`src/rtl/tow_game_ctrl.sv`:
```
// tow_game_ctrl
//
// Game sequencer for the tug-of-war datapath. It arms and disarms the
// push-button latch block through `clear`, moves a one-hot rope position on
// each latched press, and declares a winner when the rope reaches either end.
//
// Ports:
//   clk        system clock, all state updates on the rising edge
//   rst        synchronous active-high reset
//   pbl, pbr   raw buttons, used only to detect that both are released
//   push       latch block reports a latched press
//   tie        latch block reports both sides latched together
//   right      latch block reports the right side won the press
//   start      new-game request, honoured only once a winner is declared
//   clear      holds the latch block cleared while high
//   leds       one-hot rope position (bit index = position)
//   pos        rope position, 0..N_LEDS-1
//   win_left   left player won (pos == 0)
//   win_right  right player won (pos == N_LEDS-1)
//   armed      high while waiting for a press
//
// Every output is either a register or a decode of the pos register, so no
// input reaches an output combinationally.

module tow_game_ctrl #(
  parameter int N_LEDS     = 9,
  parameter int ARM_CYCLES = 16,
  parameter int POS_W      = $clog2(N_LEDS),
  parameter int CNT_W      = $clog2(ARM_CYCLES + 1)
) (
  input  logic              clk,
  input  logic              rst,
  input  logic              pbl,
  input  logic              pbr,
  input  logic              push,
  input  logic              tie,
  input  logic              right,
  input  logic              start,
  output logic              clear,
  output logic [N_LEDS-1:0] leds,
  output logic [POS_W-1:0]  pos,
  output logic              win_left,
  output logic              win_right,
  output logic              armed
);

  localparam logic [POS_W-1:0] CENTRE   = POS_W'((N_LEDS - 1) / 2);
  localparam logic [POS_W-1:0] LAST_POS = POS_W'(N_LEDS - 1);
  localparam logic [CNT_W-1:0] CNT_LAST = CNT_W'(ARM_CYCLES - 1);

  typedef enum logic [1:0] {
    S_CLEAR,
    S_ARMED,
    S_WIN
  } state_t;

  state_t           state;
  logic [CNT_W-1:0] arm_cnt;
  logic [POS_W-1:0] step_pos;

  // Candidate rope position if the current push is taken. A tie leaves the
  // rope where it is; otherwise it moves one step toward the winner of the
  // press. The ends are never passed: the game stops there, but the step is
  // still saturated so an unexpected sequence cannot wrap the position.
  always_comb begin
    step_pos = pos;
    if (tie) begin
      step_pos = pos;
    end else if (right) begin
      if (pos != LAST_POS) begin
        step_pos = pos + POS_W'(1);
      end
    end else begin
      if (pos != '0) begin
        step_pos = pos - POS_W'(1);
      end
    end
  end

  // Main sequencer. CLEAR keeps the latches cleared until both buttons have
  // been released for ARM_CYCLES consecutive edges (any press restarts the
  // count, so a held button blocks arming). ARMED waits for a press and
  // applies it, then returns to CLEAR or declares a winner at an end LED.
  // WIN freezes everything until start recentres the rope. The clear/armed
  // flags are registered alongside the state so they change on the same edge.
  always_ff @(posedge clk) begin
    if (rst) begin
      state     <= S_CLEAR;
      arm_cnt   <= '0;
      pos       <= CENTRE;
      clear     <= 1'b1;
      armed     <= 1'b0;
      win_left  <= 1'b0;
      win_right <= 1'b0;
    end else begin
      case (state)
        S_CLEAR: begin
          clear <= 1'b1;
          armed <= 1'b0;
          if (pbl || pbr) begin
            arm_cnt <= '0;
          end else if (arm_cnt == CNT_LAST) begin
            arm_cnt <= '0;
            state   <= S_ARMED;
            clear   <= 1'b0;
            armed   <= 1'b1;
          end else begin
            arm_cnt <= arm_cnt + CNT_W'(1);
          end
        end

        S_ARMED: begin
          if (push) begin
            pos     <= step_pos;
            clear   <= 1'b1;
            armed   <= 1'b0;
            arm_cnt <= '0;
            if ((step_pos == '0) || (step_pos == LAST_POS)) begin
              state     <= S_WIN;
              win_left  <= (step_pos == '0);
              win_right <= (step_pos == LAST_POS);
            end else begin
              state <= S_CLEAR;
            end
          end
        end

        S_WIN: begin
          clear <= 1'b1;
          armed <= 1'b0;
          if (start) begin
            pos       <= CENTRE;
            win_left  <= 1'b0;
            win_right <= 1'b0;
            arm_cnt   <= '0;
            state     <= S_CLEAR;
          end
        end

        default: begin
          state   <= S_CLEAR;
          arm_cnt <= '0;
          clear   <= 1'b1;
          armed   <= 1'b0;
        end
      endcase
    end
  end

  // The LED bar is a pure decode of the position register.
  assign leds = N_LEDS'(1) << pos;

endmodule

```
`config.mk`:
```
export PLATFORM = sky130hd
export DESIGN_NAME = tow_game_ctrl
export DESIGN_NICKNAME = d
export VERILOG_FILES = /design/src/rtl/tow_game_ctrl.sv
export SDC_FILE = /design/constraint.sdc
export NUM_CORES = 1
export LEC_CHECK = 0
export ABC_AREA = 1
export BUFFER_PORTS_ARGS = -buffer_cell sky130_fd_sc_hd__buf_2
export CAP_MARGIN = 40
export CORE_ASPECT_RATIO = 1.2
export CORE_MARGIN = 4
export CORE_UTILIZATION = 47
export DETAILED_ROUTE_END_ITERATION = 8
export GPL_ROUTABILITY_DRIVEN = 0
export GPL_TIMING_DRIVEN = 0
export PLACE_DENSITY_LB_ADDON = 0.3
export REMOVE_ABC_BUFFERS = 1
export SLEW_MARGIN = 40
export SYNTH_ARGS = -nofsm -noshare
export SYNTH_HDL_FRONTEND = slang
export SYNTH_SLANG_ARGS = --single-unit
export TNS_END_PERCENT = 50
```
`constraint.sdc`:
```
create_clock -name clk -period 3 [get_ports clk]
set_clock_uncertainty 0.1 [all_clocks]
set_input_delay 0.45 -clock clk [delete_from_list [all_inputs] [get_ports clk]]
set_output_delay 0.45 -clock clk [all_outputs]
set_load 0.02 [all_outputs]
```
==> summary.md <==
| Metric | Value |
|---|---|
| FFs w/ async S/R, synth | `0%` |
| LEAKAGE | `0.618 nW` |
| Pwr dens | `287 nW/um2` |
| Longest Clk Path Bufs | `2` |
| Antenna cells | `0` |
| Worst-path fanout max | `7` |
| Worst-path clk slew | `0.08 ns` |
| Initial antenna violation count | `0` |
| Setup TNS | `0 ns` |
| WL/cell | `10.1 um` |
| Leading area contributor after synthesis | `dfxtp_1` |
| Total track usage | `16.9%` |
| Post-synth top cells | `nand2_1 (37), nor2_1 (30), inv_1 (26), dfxtp_1 (15), a21oi_1 (11)` |
| Largest net degree at the start of global routing | `16` |
| Startpoint Class | `flop` |
| Nets@finish | `209` |
| Pre-CTS WS | `0.941 ns` |
| Synth top area share | `29.0%` |
| Routed Antenna Nets | `0` |
| FILL cells | `213` |
| Post-synth EDFFs | `0` |
| Port bufs | `24` |
| Relative slew slack | `66.0%` |
| Grt total ovfl | `0` |
| Post-synthesis sequential area ratio | `29.0%` |
| Hold slack | `0.333 ns` |
| DP HPWL | `1820 um` |
| Clk root buf | `clkbuf_4` |
| Clk sinks | `15` |
| Min Tclk post-route | `2.23 ns` |
| Rows | `18` |
| Synth warn | `0` |
| DIE WIDTH | `50.9 um` |
| Peak VDD IR | `0.309 mV` |
| Max H-tree Level | `1` |
| Outcome | `completed` |
| Synth cell types | `24` |
| Via count | `1093` |
| Fmax achieved | `448 MHz` |
| Hold buffer count at CTS | `0` |
| Drt pass-1 iters | `4` |
| FF/Latch Area | `300 um2` |
| Die Ht | `59.5 um` |
| Post-Syn Instances | `165` |
| TritonCTS Buffers | `3` |
| Inst Count DP | `217` |
| Resized Gates After CTS | `0` |
| Top FF cell, synth | `dfxtp_1` |
| Multi-input logic area | `623 um2` |
| Pins Over Slew Limit | `0` |
| First-pass GRT wire length | `3840 um` |
| Skew-Pair Late Insertion Delay | `0.29 ns` |
| Area growth syn-to-layout | `16.9%` |
| Initial Util | `50.1%` |
| Fin area | `1210 um2` |
| HP Class | `input pin to flop` |
| Remaining DRCs | `0` |
| Placed Area | `1190 um2` |
| Critical path type | `flop to output port` |
| Mapped cell area | `1040 um2` |
| MaxCap Viol Count | `0` |
| Critical Path End Type | `output port` |
| Hold Fails Final Rpt | `0` |
| Core Area | `2070 um2` |
| 1st-iter DRT viols | `31` |
| Critical Path RT | `2.45 ns` |
| Top post-synthesis cells by area | `dfxtp_1 (29%), nand2_1 (13%), ha_1 (11%), nor2_1 (11%), inv_1 (9.4%)` |
| RSZ-0062 raised after global routing | `no` |
| Avg Vias per Cell | `4.95` |
| Crit share post-route | `74.4%` |
| CTS tree | `yes` |
| Final setup fails | `0` |
| Mapped Avg Cell Area | `6.29 um2` |
| # IOs | `25` |
| Final Non-Filler Cells | `221` |
| CP arrival | `1.68 ns` |
| Proportion of layout cells with a drive suffix above 1 | `19.9%` |
| R2R Setup Slk | `0.93 ns` |
| Worst setup margin | `0.769 ns` |
| Measured slew at the worst slew-check pin | `0.509 ns` |
| Post-CTS Setup Bufs | `0` |
| Count leader, synth | `nand2_1` |
| Vias in the first global route | `1012` |
| Seq cells post-synth | `15` |
| Routed WL | `2230 um` |
| Design Power | `0.349 mW` |
| Die ar. | `3030 um2` |
| Core Util, Final | `58.5%` |
## worst paths after layout
kind / to / from / depth (start not counted)
setup reg to reg: win_right / pos[0] / 10
setup / recovery: leds[0] / pos[0] / 6
hold / removal: state[1] / rst / 2
hold reg to reg: arm_cnt[4] / arm_cnt[4] / 2
## report_power, final
part | internal (mW) | switching, mW
sequential | 0.200 | 0.00126
clock | 0.0518 | 0.0626
combinational | 0.0126 | 0.0203
## cells in the final DEF (no fill, tap or decap), drive strengths merged
| master | instances |
|---|---|
| clkbuf | 4 |
| nand2 | 41 |
| a311oi | 1 |
| a21oi | 11 |
| inv | 28 |
| dfxtp | 15 |
| nor2 | 32 |
| o21a | 1 |
| ha | 9 |
| nor3 | 3 |
| o21ai | 5 |
| nand3b | 1 |
| or2 | 1 |
| xor2 | 1 |
| buf | 24 |
| o22ai | 1 |
| nand3 | 12 |
| nand4 | 1 |
## per-layer routing
| metal | GRT usage [%] | share of wire, % |
|---|---|---|
| met1 | 15.6 | 40 |
| met3 | 2.02 | 4.4 |
| met2 | 33.8 | 53 |
| met5 | 0 | 0 |
| met4 | 11.5 | 2.8 |
## cell families (layout without fill, tap and decap cells)
kind of cell | count (synthesis) | in the layout | share of synthesized area (%)
AO/OA/AOI/OAI | 19 | 19 | 9.89
XOR/XNOR | 1 | 1 | 0.845
adder cells (fa/ha/maj) | 9 | 9 | 10.9
buffers and inverters | 30 | 56 | 11.0
flip-flops | 15 | 15 | 29.0
AND/OR/NAND/NOR | 91 | 91 | 38.5
## registers in the layout, summed over array words and instances, names as in the netlist
register,count
clear,1
win_left,1
pos,4
win_right,1
arm_cnt,5
armed,1
state,2
## worst max-delay path: stages (launching register included)
cell and delay (ns):
dfxtp_1 0.45, inv_1 0.15, ha_1 0.31, ha_1 0.22, inv_1 0.06, nor2_1 0.03
buf_2 0.17
## area by class of cell
class                           count  share of cell area [%]
Inverter                           28                    8.67
Clock buffer                        4                    2.17
Timing Repair Buffer               24                    9.91
Sequential cell                    15                    24.8
Multi-Input combinational cell    120                    51.4
Tap cell                           30                    3.10
No activity file was read; power rests on OpenSTA's default activity.
